<file path="src/rtl/edge_pkg.sv">
// Shared widths and default sizing for the edge binarise-and-pack datapath.
package edge_pkg;
  localparam int MAG_W          = 8;
  localparam int BYTE_W         = 8;
  localparam int LINE_W_DEF     = 640;
  localparam int FIFO_DEPTH_DEF = 4;
endpackage

</file>
<file path="src/rtl/edge_bin_packer_if.sv">
// Pixel-in / packed-byte-out stream bundle; slave is the packer, master drives pixels and ready.
interface edge_bin_packer_if;
  import edge_pkg::*;

  logic              i_vld;
  logic [MAG_W-1:0]  i_mag;
  logic              i_sof;
  logic              i_rdy;
  logic              o_vld;
  logic [BYTE_W-1:0] o_data;

  modport slave  (input  i_vld, i_mag, i_sof, i_rdy, output o_vld, o_data);
  modport master (output i_vld, i_mag, i_sof, i_rdy, input  o_vld, o_data);
endinterface

</file>
<file path="src/rtl/sync_fifo.sv">
// Single-clock FIFO with extra-bit pointers; push while full is accepted only alongside a pop.
// Head is combinational from storage, so it holds steady until popped.
module sync_fifo #(
  parameter int W     = 8,
  parameter int DEPTH = 4
) (
  input  logic         clk,
  input  logic         rst,
  input  logic         i_push,
  input  logic [W-1:0] i_dat,
  input  logic         i_pop,
  output logic [W-1:0] o_head,
  output logic         o_full,
  output logic         o_empty
);
  localparam int AW = $clog2(DEPTH);

  logic [W-1:0] r_mem [DEPTH];
  logic [AW:0]  r_wr;
  logic [AW:0]  r_rd;
  logic         w_wr_en;
  logic         w_rd_en;

  assign o_empty = (r_wr == r_rd);
  assign o_full  = (r_wr[AW-1:0] == r_rd[AW-1:0]) && (r_wr[AW] != r_rd[AW]);
  assign w_rd_en = i_pop && !o_empty;
  assign w_wr_en = i_push && (!o_full || w_rd_en);
  assign o_head  = r_mem[r_rd[AW-1:0]];

  always_ff @(posedge clk) begin
    if (w_wr_en) r_mem[r_wr[AW-1:0]] <= i_dat;
  end

  always_ff @(posedge clk) begin
    if (rst) begin
      r_wr <= '0;
      r_rd <= '0;
    end else begin
      if (w_wr_en) r_wr <= r_wr + 1'b1;
      if (w_rd_en) r_rd <= r_rd + 1'b1;
    end
  end
endmodule

</file>
<file path="src/rtl/edge_bin_packer.sv">
// Thresholds edge magnitudes to bits, packs them LSB-first into bytes per line and queues them;
// byte visible one cycle after its completing pixel, held while !i_rdy, dropped (sticky o_ovf) if FIFO full.
module edge_bin_packer
  import edge_pkg::*;
#(
  parameter int LINE_W     = LINE_W_DEF,
  parameter int FIFO_DEPTH = FIFO_DEPTH_DEF
) (
  input  logic                         clk,
  input  logic                         rst,
  edge_bin_packer_if.slave             io_bus,
  input  logic [MAG_W-1:0]             i_thr,
  output logic [$clog2(LINE_W+1)-1:0]  o_cnt,
  output logic                         o_cnt_vld,
  output logic                         o_ovf
);
  localparam int COL_W = $clog2(LINE_W);
  localparam int CNT_W = $clog2(LINE_W+1);

  logic [COL_W-1:0]  r_col;
  logic [2:0]        r_bit;
  logic [BYTE_W-1:0] r_byte;
  logic [CNT_W-1:0]  r_ecnt;
  logic [CNT_W-1:0]  r_cnt;
  logic              r_cnt_vld;
  logic              r_ovf;

  logic              w_edge;
  logic [COL_W-1:0]  w_col;
  logic [2:0]        w_bit;
  logic [BYTE_W-1:0] w_byte;
  logic [CNT_W-1:0]  w_ecnt;
  logic              w_eol;
  logic              w_done;
  logic              w_push;
  logic              w_pop;
  logic              w_full;
  logic              w_empty;
  logic [BYTE_W-1:0] w_head;

  // A start-of-frame pixel sees an empty line context, which discards any partial byte and count.
  assign w_edge = (io_bus.i_mag >= i_thr);
  assign w_col  = io_bus.i_sof ? '0 : r_col;
  assign w_bit  = io_bus.i_sof ? '0 : r_bit;
  assign w_byte = (io_bus.i_sof ? '0 : r_byte) | ({{(BYTE_W-1){1'b0}}, w_edge} << w_bit);
  assign w_ecnt = (io_bus.i_sof ? '0 : r_ecnt) + CNT_W'(w_edge);
  assign w_eol  = (w_col == COL_W'(LINE_W-1));
  assign w_done = w_eol || (w_bit == 3'd7);
  assign w_push = io_bus.i_vld && w_done;
  assign w_pop  = io_bus.o_vld && io_bus.i_rdy;

  sync_fifo #(.W(BYTE_W), .DEPTH(FIFO_DEPTH)) u_fifo (
    .clk     (clk),
    .rst     (rst),
    .i_push  (w_push),
    .i_dat   (w_byte),
    .i_pop   (w_pop),
    .o_head  (w_head),
    .o_full  (w_full),
    .o_empty (w_empty)
  );

  assign io_bus.o_vld  = !w_empty;
  assign io_bus.o_data = w_empty ? '0 : w_head;
  assign o_cnt         = r_cnt;
  assign o_cnt_vld     = r_cnt_vld;
  assign o_ovf         = r_ovf;

  always_ff @(posedge clk) begin
    if (rst) begin
      r_col     <= '0;
      r_bit     <= '0;
      r_byte    <= '0;
      r_ecnt    <= '0;
      r_cnt     <= '0;
      r_cnt_vld <= 1'b0;
      r_ovf     <= 1'b0;
    end else begin
      r_cnt_vld <= 1'b0;
      if (w_push && w_full && !w_pop) r_ovf <= 1'b1;
      if (io_bus.i_vld) begin
        if (w_eol) begin
          r_col     <= '0;
          r_ecnt    <= '0;
          r_cnt     <= w_ecnt;
          r_cnt_vld <= 1'b1;
        end else begin
          r_col  <= w_col + 1'b1;
          r_ecnt <= w_ecnt;
        end
        if (w_done) begin
          r_bit  <= '0;
          r_byte <= '0;
        end else begin
          r_bit  <= w_bit + 3'd1;
          r_byte <= w_byte;
        end
      end
    end
  end
endmodule

</file>
<file path="src/flat_wrapper.sv">
// flat-port wrapper written by rule: the top's interface ports become plain ports
module edge_bin_packer_flat import edge_pkg::*;
#(
  parameter int LINE_W     = LINE_W_DEF,
  parameter int FIFO_DEPTH = FIFO_DEPTH_DEF
)
  (clk, rst, i_thr, o_cnt, o_cnt_vld, o_ovf, io_bus_i_vld, io_bus_i_mag, io_bus_i_sof, io_bus_i_rdy, io_bus_o_vld, io_bus_o_data);
  edge_bin_packer_if io_bus_i ();
  input  logic clk;
  input  logic rst;
  input  logic [MAG_W-1:0] i_thr;
  output logic [$clog2(LINE_W+1)-1:0] o_cnt;
  output logic o_cnt_vld;
  output logic o_ovf;
  input wire logic [$bits(io_bus_i.i_vld)-1:0] io_bus_i_vld;
  input wire logic [$bits(io_bus_i.i_mag)-1:0] io_bus_i_mag;
  input wire logic [$bits(io_bus_i.i_sof)-1:0] io_bus_i_sof;
  input wire logic [$bits(io_bus_i.i_rdy)-1:0] io_bus_i_rdy;
  output wire logic [$bits(io_bus_i.o_vld)-1:0] io_bus_o_vld;
  output wire logic [$bits(io_bus_i.o_data)-1:0] io_bus_o_data;
  assign io_bus_i.i_vld = io_bus_i_vld;
  assign io_bus_i.i_mag = io_bus_i_mag;
  assign io_bus_i.i_sof = io_bus_i_sof;
  assign io_bus_i.i_rdy = io_bus_i_rdy;
  assign io_bus_o_vld = io_bus_i.o_vld;
  assign io_bus_o_data = io_bus_i.o_data;
  edge_bin_packer #(.LINE_W(LINE_W), .FIFO_DEPTH(FIFO_DEPTH)) u_core (.clk(clk), .rst(rst), .io_bus(io_bus_i), .i_thr(i_thr), .o_cnt(o_cnt), .o_cnt_vld(o_cnt_vld), .o_ovf(o_ovf));
endmodule
</file>
<file path="config.mk">
export PLATFORM = sky130hd
export DESIGN_NAME = edge_bin_packer_flat
export DESIGN_NICKNAME = d
export VERILOG_FILES = /design/src/rtl/edge_pkg.sv /design/src/rtl/edge_bin_packer_if.sv /design/src/rtl/sync_fifo.sv /design/src/rtl/edge_bin_packer.sv /design/src/flat_wrapper.sv
export SDC_FILE = /design/constraint.sdc
export NUM_CORES = 1
export LEC_CHECK = 0
export ABC_AREA = 0
export BUFFER_PORTS_ARGS = -buffer_cell sky130_fd_sc_hd__buf_2
export CORE_MARGIN = 3
export CORE_UTILIZATION = 30
export CTS_CLUSTER_DIAMETER = 120
export DETAILED_ROUTE_END_ITERATION = 10
export GPL_ROUTABILITY_DRIVEN = 0
export PLACE_DENSITY = 0.51
export SLEW_MARGIN = 20
export SYNTH_ARGS = -nofsm -noshare
export SYNTH_HDL_FRONTEND = slang
export SYNTH_SLANG_ARGS = --single-unit
</file>
<file path="constraint.sdc">
create_clock -name clk -period 4.7 [get_ports clk]
set_clock_uncertainty 0.1 [all_clocks]
set_input_delay 0.705 -clock clk [delete_from_list [all_inputs] [get_ports clk]]
set_output_delay 0.705 -clock clk [all_outputs]
set_load 0.02 [all_outputs]
</file>
==> metrics, run 1 <==
Reg2Reg Depth=7; first-pass GRT wire length=15.2 mm; Power Dens Cells=308 nW/um^2; Crit path arrival time=3480 ps; ys async rst share=0%; relative slew slack=45.9%; critical path depth in cells=12; final setup vio count=0; mapped cell area=4220 sq um; Max Fclk=301 MHz; VDD IR max=0.190 mV; RSZ-0062 raised after global routing=false; crit-path max cell delay=560 ps; Yosys cell types=65; initial DRC count=128; Final Critical Period=3320 ps; cell row count=42; worst setup margin=1380 ps; Slowest-stage cell, CP=o311a_1; Seq pwr share=50.4%; commonest non-fill, non-tap cell in the layout=dfxtp_1; worst min-delay path category=reg2reg; top_reg_cell synth=dfxtp_1; CTS tree=yes; All-Layer GR Usage=11.8%; CP Launch Point=io_bus_i_mag[0]; Post-Place Cells=607; Largest delay share family, worst path=compound AO/OA/AOI/OAI gates; CTS resizes=0; DR DRC count=0; Core ar.=13500 sq um; top cell type's share of synthesized area=24.2%; Buf+Inv Stages, Crit Path=3; drt first pass iters=4; grt total ovfl=0; pre-CTS setup slack=1020 ps; Worst R2R End=u_core.u_fifo.r_mem[0][6]; WL/cell=14.6 microns; vias per cell=4.97; die height=125 microns; # IOs=42; die area=15500 sq um; Clock power frac=44.3%; critical path endpoint=u_core.r_ecnt[6]; syn_area_per_cell=10.2 sq um; worst slew pin tran=811 ps; share of post-route cells with drive strength above 1=18.3%; vias in the first global route=3123; largest net degree at the start of global routing=49; Routed Antenna Nets=0; Pint=1.14 mW; top post-synthesis cells by area=dfxtp_1, edfxtp_1, ha_1; CTS Buffer Depth=2; H-tree levels=3; status=completed; Final period util=70.7%; clk_lat worst skew=340 ps; Final Hold Fails=0; CP Cell Sequence=buf_2 -> inv_1 -> ha_1 -> nand2b_1 -> a2111oi_0 -> o311a_1 -> inv_1 -> ha_1 -> ha_1 -> a2111oi_0 -> o21ai_0 -> o31ai_1; post-route insts no fill=623; Critical Path Sink Type=register; Yosys reg bits=83; IO buf count=41; setup_tns=0 ps; CTS root buf=clkbuf_16; via count=3099; number of max-cap violations=0; Routed Wire Length=9.08 mm; Initial Utilization=31.2%; # clock sinks=83; Final nets=481; Worst Path Required=4860 ps; Startpoint Class=primary input; Hold-fix buffers, CTS=0; Critical Path Most Common Cell=ha_1; Post-Synthesis Cells=412; Layout area overhead=14.6%; Clock transition at path regs=60 ps; Syn. warnings=0; CTS Buf Count=9; initial antenna violation count=0; most frequent cells in the layout=dfxtp_1, buf_2, inv_1; kind of critical path=in2reg; Lkg Pwr=1.75 nW; setup bufs post-CTS=0; CP Max Fanout=17; R2R setup slack=1990 ps; Reg2Reg Launch Point=u_core.r_col[1]; Net Sw Frac=23.7%; Yosys top cell by area=dfxtp_1; switching pwr=0.353 mW; Post-synth EDFFs=32; Net Count, Synth=451; Diodes inserted=0; Die Wd=125 microns; sequential share of the synthesized area=47.0%; Combinational Power Share=5.3%; Slew Limit Fails=0; DP HPWL=6.14 mm
-- final cells by class --
class                      instances  area [sq um]
clock inverter                     7          53.8
clock buffer                       9           225
inverter                          33           124
multi-input combinational        269          1980
tap                              176           220
sequential                        83          1980
timing repair buffer              46           243
fill                            1377          8680
-- per-layer routing --
layer / GRT usage (%) / part of all wire [%] / up-vias
met5: 0 / 0 / -
met4: 3.80 / 1.3 / 0
li1: - / - / 1577
met2: 19.7 / 48 / 49
met3: 3.26 / 3.3 / 11
met1: 14.9 / 47 / 1462
-- Yosys cell counts (all sizes together), types with 3 or more instances --
library cell	count
mux4	8
nand3	19
mux2	4
ha	18
and2	3
edfxtp	32
nand4	6
xor2	7
dfxtp	51
nor2b	17
xnor2	4
o22ai	9
o211ai	3
and3	4
nand2	28
a211oi	4
or3	4
a21oi	18
nor4	3
o21ai	9
clkbuf	12
a31oi	5
o32ai	10
mux2i	4
nand2b	7
nand4b	3
nand3b	7
buf	15
nor3	14
o31ai	6
inv	33
nor2	22
-- worst reg2reg max path, stage by stage (launching register included) --
cell	delay, ps
dfxtp_1	400
inv_1	80
nor2_1	110
ha_1	210
and3_1	480
a31oi_4	260
nor3_4	300
and2_1	440
-- through the flow --
step	hold WS (ps)	total power, mW	cell area (sq um)	util, %
2_1_floorplan	336	0.823	4220	-
3_3_place_gp	340	0.844	4550	33.7
3_5_place_dp	342	0.847	4550	33.7
4_1_cts	355	1.51	4820	35.7
5_1_grt	372	1.55	4830	35.8
6_report	347	1.49	4830	35.8
-- cells by family (layout without fill, tap and decap cells) --
kind of cell             count (synthesis)  count (layout)  synth area share, %
adder cells (fa/ha/maj)                 18              18                 5.34
buffers and inverters                   60              95                 6.08
AND/OR/NAND/NOR                        146             146                 19.8
multiplexers                            16              16                 6.38
XOR/XNOR                                11              11                 2.29
AO/OA/AOI/OAI                           78              78                 13.1
flip-flops                              83              83                 47.0
-- sequential cells by signal (all words and copies together) (netlist names), 3 cells and up, named ones only --
name,cells
u_core.u_fifo.r_mem,32
u_core.o_cnt,10
u_core.r_col,10
u_core.r_ecnt,10
u_core.r_byte,8
u_core.r_bit,3
u_core.u_fifo.r_rd,3
u_core.u_fifo.r_wr,3
-- worst min-delay path by stage --
stage / start / to / slack (ps) / cells past startpoint
4_1_cts: u_core.o_ovf / u_core.o_ovf / 360 / 2
5_1_grt: u_core.r_ecnt[0] / u_core.r_ecnt[0] / 370 / 2
3_5_place_dp: u_core.o_ovf / u_core.o_ovf / 340 / 2
6_report: u_core.o_ovf / u_core.o_ovf / 350 / 2
3_3_place_gp: u_core.o_ovf / u_core.o_ovf / 340 / 2
2_1_floorplan: u_core.r_ecnt[0] / u_core.r_ecnt[0] / 340 / 2
-- power groups by stage --
stage	sequential (mW)	combinational [mW]	clock [mW]
after floorplan	0.764	0.0586	0
after global placement	0.767	0.0768	0
after detailed placement	0.767	0.0797	0
after CTS	0.751	0.0798	0.680
after global routing	0.751	0.0891	0.706
final	0.751	0.0790	0.660
Power figures use the tool's default switching activity.
==> run 2: changes to the inputs <==
Clock period 4.7 ns to 3.18 ns, I/O delays scaled along.
==> metrics, run 2 (synthesis results as in run 1) <==
Net Sw Frac=24.5%; crit-path max cell delay=410 ps; drt first pass iters=4; # clock sinks=83; Lkg Pwr=1.80 nW; Power Dens Cells=459 nW/um^2; Diodes inserted=0; Core ar.=13500 sq um; largest net degree at the start of global routing=47; Critical Path Most Common Cell=ha_1; initial antenna violation count=0; setup_tns=0 ps; Worst Path Required=3330 ps; WL/cell=14.5 microns; # IOs=42; CTS root buf=clkbuf_16; Slew Limit Fails=0; die height=125 microns; DR DRC count=0; Combinational Power Share=5.4%; Hold-fix buffers, CTS=0; grt total ovfl=0; CP Max Fanout=8; Pint=1.70 mW; Startpoint Class=primary input; vias in the first global route=3152; commonest non-fill, non-tap cell in the layout=dfxtp_1; worst slew pin tran=587 ps; most frequent cells in the layout=dfxtp_1, buf_2, inv_1; Final Hold Fails=0; relative slew slack=60.7%; worst min-delay path category=reg2reg; initial DRC count=133; hold depth=2; H-tree levels=3; Filler Cell Count=1357; VDD IR max=0.263 mV; max reg flops=32; fin area=4900 sq um; switching pwr=0.552 mW; Layout area overhead=16.3%; share of post-route cells with drive strength above 1=19.8%; Crit path arrival time=2800 ps; Slowest-stage cell, CP=a2111oi_0; final setup vio count=0; first-pass GRT wire length=15.4 mm; Placed Area=4610 sq um; IO buf count=41; Routed Antenna Nets=0; RSZ-0062 raised after global routing=false; Clock power frac=45.3%; Final Critical Period=2650 ps; number of max-cap violations=0; kind of critical path=in2reg; Seq pwr share=49.3%; Critical Path Sink Type=register; die area=15500 sq um; met3 global-route usage=3.04%; setup bufs post-CTS=0; via count=3138; CTS tree=yes; Final nets=489; Clock transition at path regs=70 ps; Die Wd=125 microns; gr busiest metal=met2; Final period util=83.2%; cell row count=42; All-Layer GR Usage=12.1%; Max Fclk=378 MHz; CP Cell Sequence=buf_2 -> inv_1 -> ha_1 -> nand2b_1 -> a2111oi_0 -> o311a_1 -> inv_1 -> ha_1 -> ha_1 -> a2111oi_0 -> o21ai_0 -> o31ai_1; vias per cell=4.97; CTS Buf Count=9; M2 GR Usage=20.5%; CTS resizes=0; CTS Buffer Depth=2; status=completed; M1 GR Usage=15.2%; Initial Utilization=31.2%; Routed Wire Length=9.16 mm; clk_lat worst skew=340 ps; Reg2Reg Depth=6; DP HPWL=6.32 mm
## run 2: cell types whose count changed in the layout (fill, tap and decap cells not counted)
cell,before,now
inv_6,0,3
inv_8,1,2
clkinvlp_4,2,1
clkinv_2,1,0
buf_4,5,13
clkinv_4,2,1
clkinvlp_2,1,0
## run 2: layout make-up
| class | instances | area (sq um) | share of cell area, % |
|---|---|---|---|
| inverter | 33 | 124 | 2.53 |
| clock inverter | 7 | 65.1 | 1.33 |
| tap | 176 | 220 | 4.49 |
| timing repair buffer | 54 | 303 | 6.18 |
| multi-input combinational | 269 | 1980 | 40.4 |
| clock buffer | 9 | 225 | 4.60 |
| sequential | 83 | 1980 | 40.4 |
## run 2: worst paths after layout
| check | from | to | slack (ps) |
|---|---|---|---|
| max | io_bus_i_mag[0] | u_core.r_ecnt[6] | 530 |
| min | u_core.o_cnt[0] | u_core.o_cnt[0] | 350 |
| max reg2reg | u_core.r_bit[0] | u_core.u_fifo.r_mem[0][6] | 800 |
| min reg2reg | u_core.o_cnt[0] | u_core.o_cnt[0] | 350 |
## run 2: critical path: cells and delay by family
family | cells | cell delay [ps]
AO/OA/AOI/OAI | 5 | 1230
adder cells (fa/ha/maj) | 3 | 800
buffers and inverters | 3 | 150
AND/OR/NAND/NOR | 1 | 130
## run 2: metrics by stage
step                util (%)  hold WS (ps)  total power, mW  instances  setup slack (ps)
floorplan                  -           336             1.22        412              91.2
global placement        34.1           342             1.25        615               214
detailed placement      34.1           347             1.26        615               140
CTS                     36.3           357             2.29        631               335
global route            36.3           368             2.35        631               345
finish                  36.3           352             2.25        631               535
## run 2: power by group through the flow
stage               sequential [mW]  clock (mW)  combinational [mW]
floorplan                      1.13           0              0.0866
global placement               1.13           0               0.119
detailed placement             1.13           0               0.123
CTS                            1.11        1.05               0.123
global route                   1.11        1.10               0.138
finish                         1.11        1.02               0.122
## run 2: metal layers
metal,vias to the layer above,wire length (microns)
met3,9,283
met2,42,4440
li1,1580,-
met5,-,0
met1,1507,4320
met4,0,113
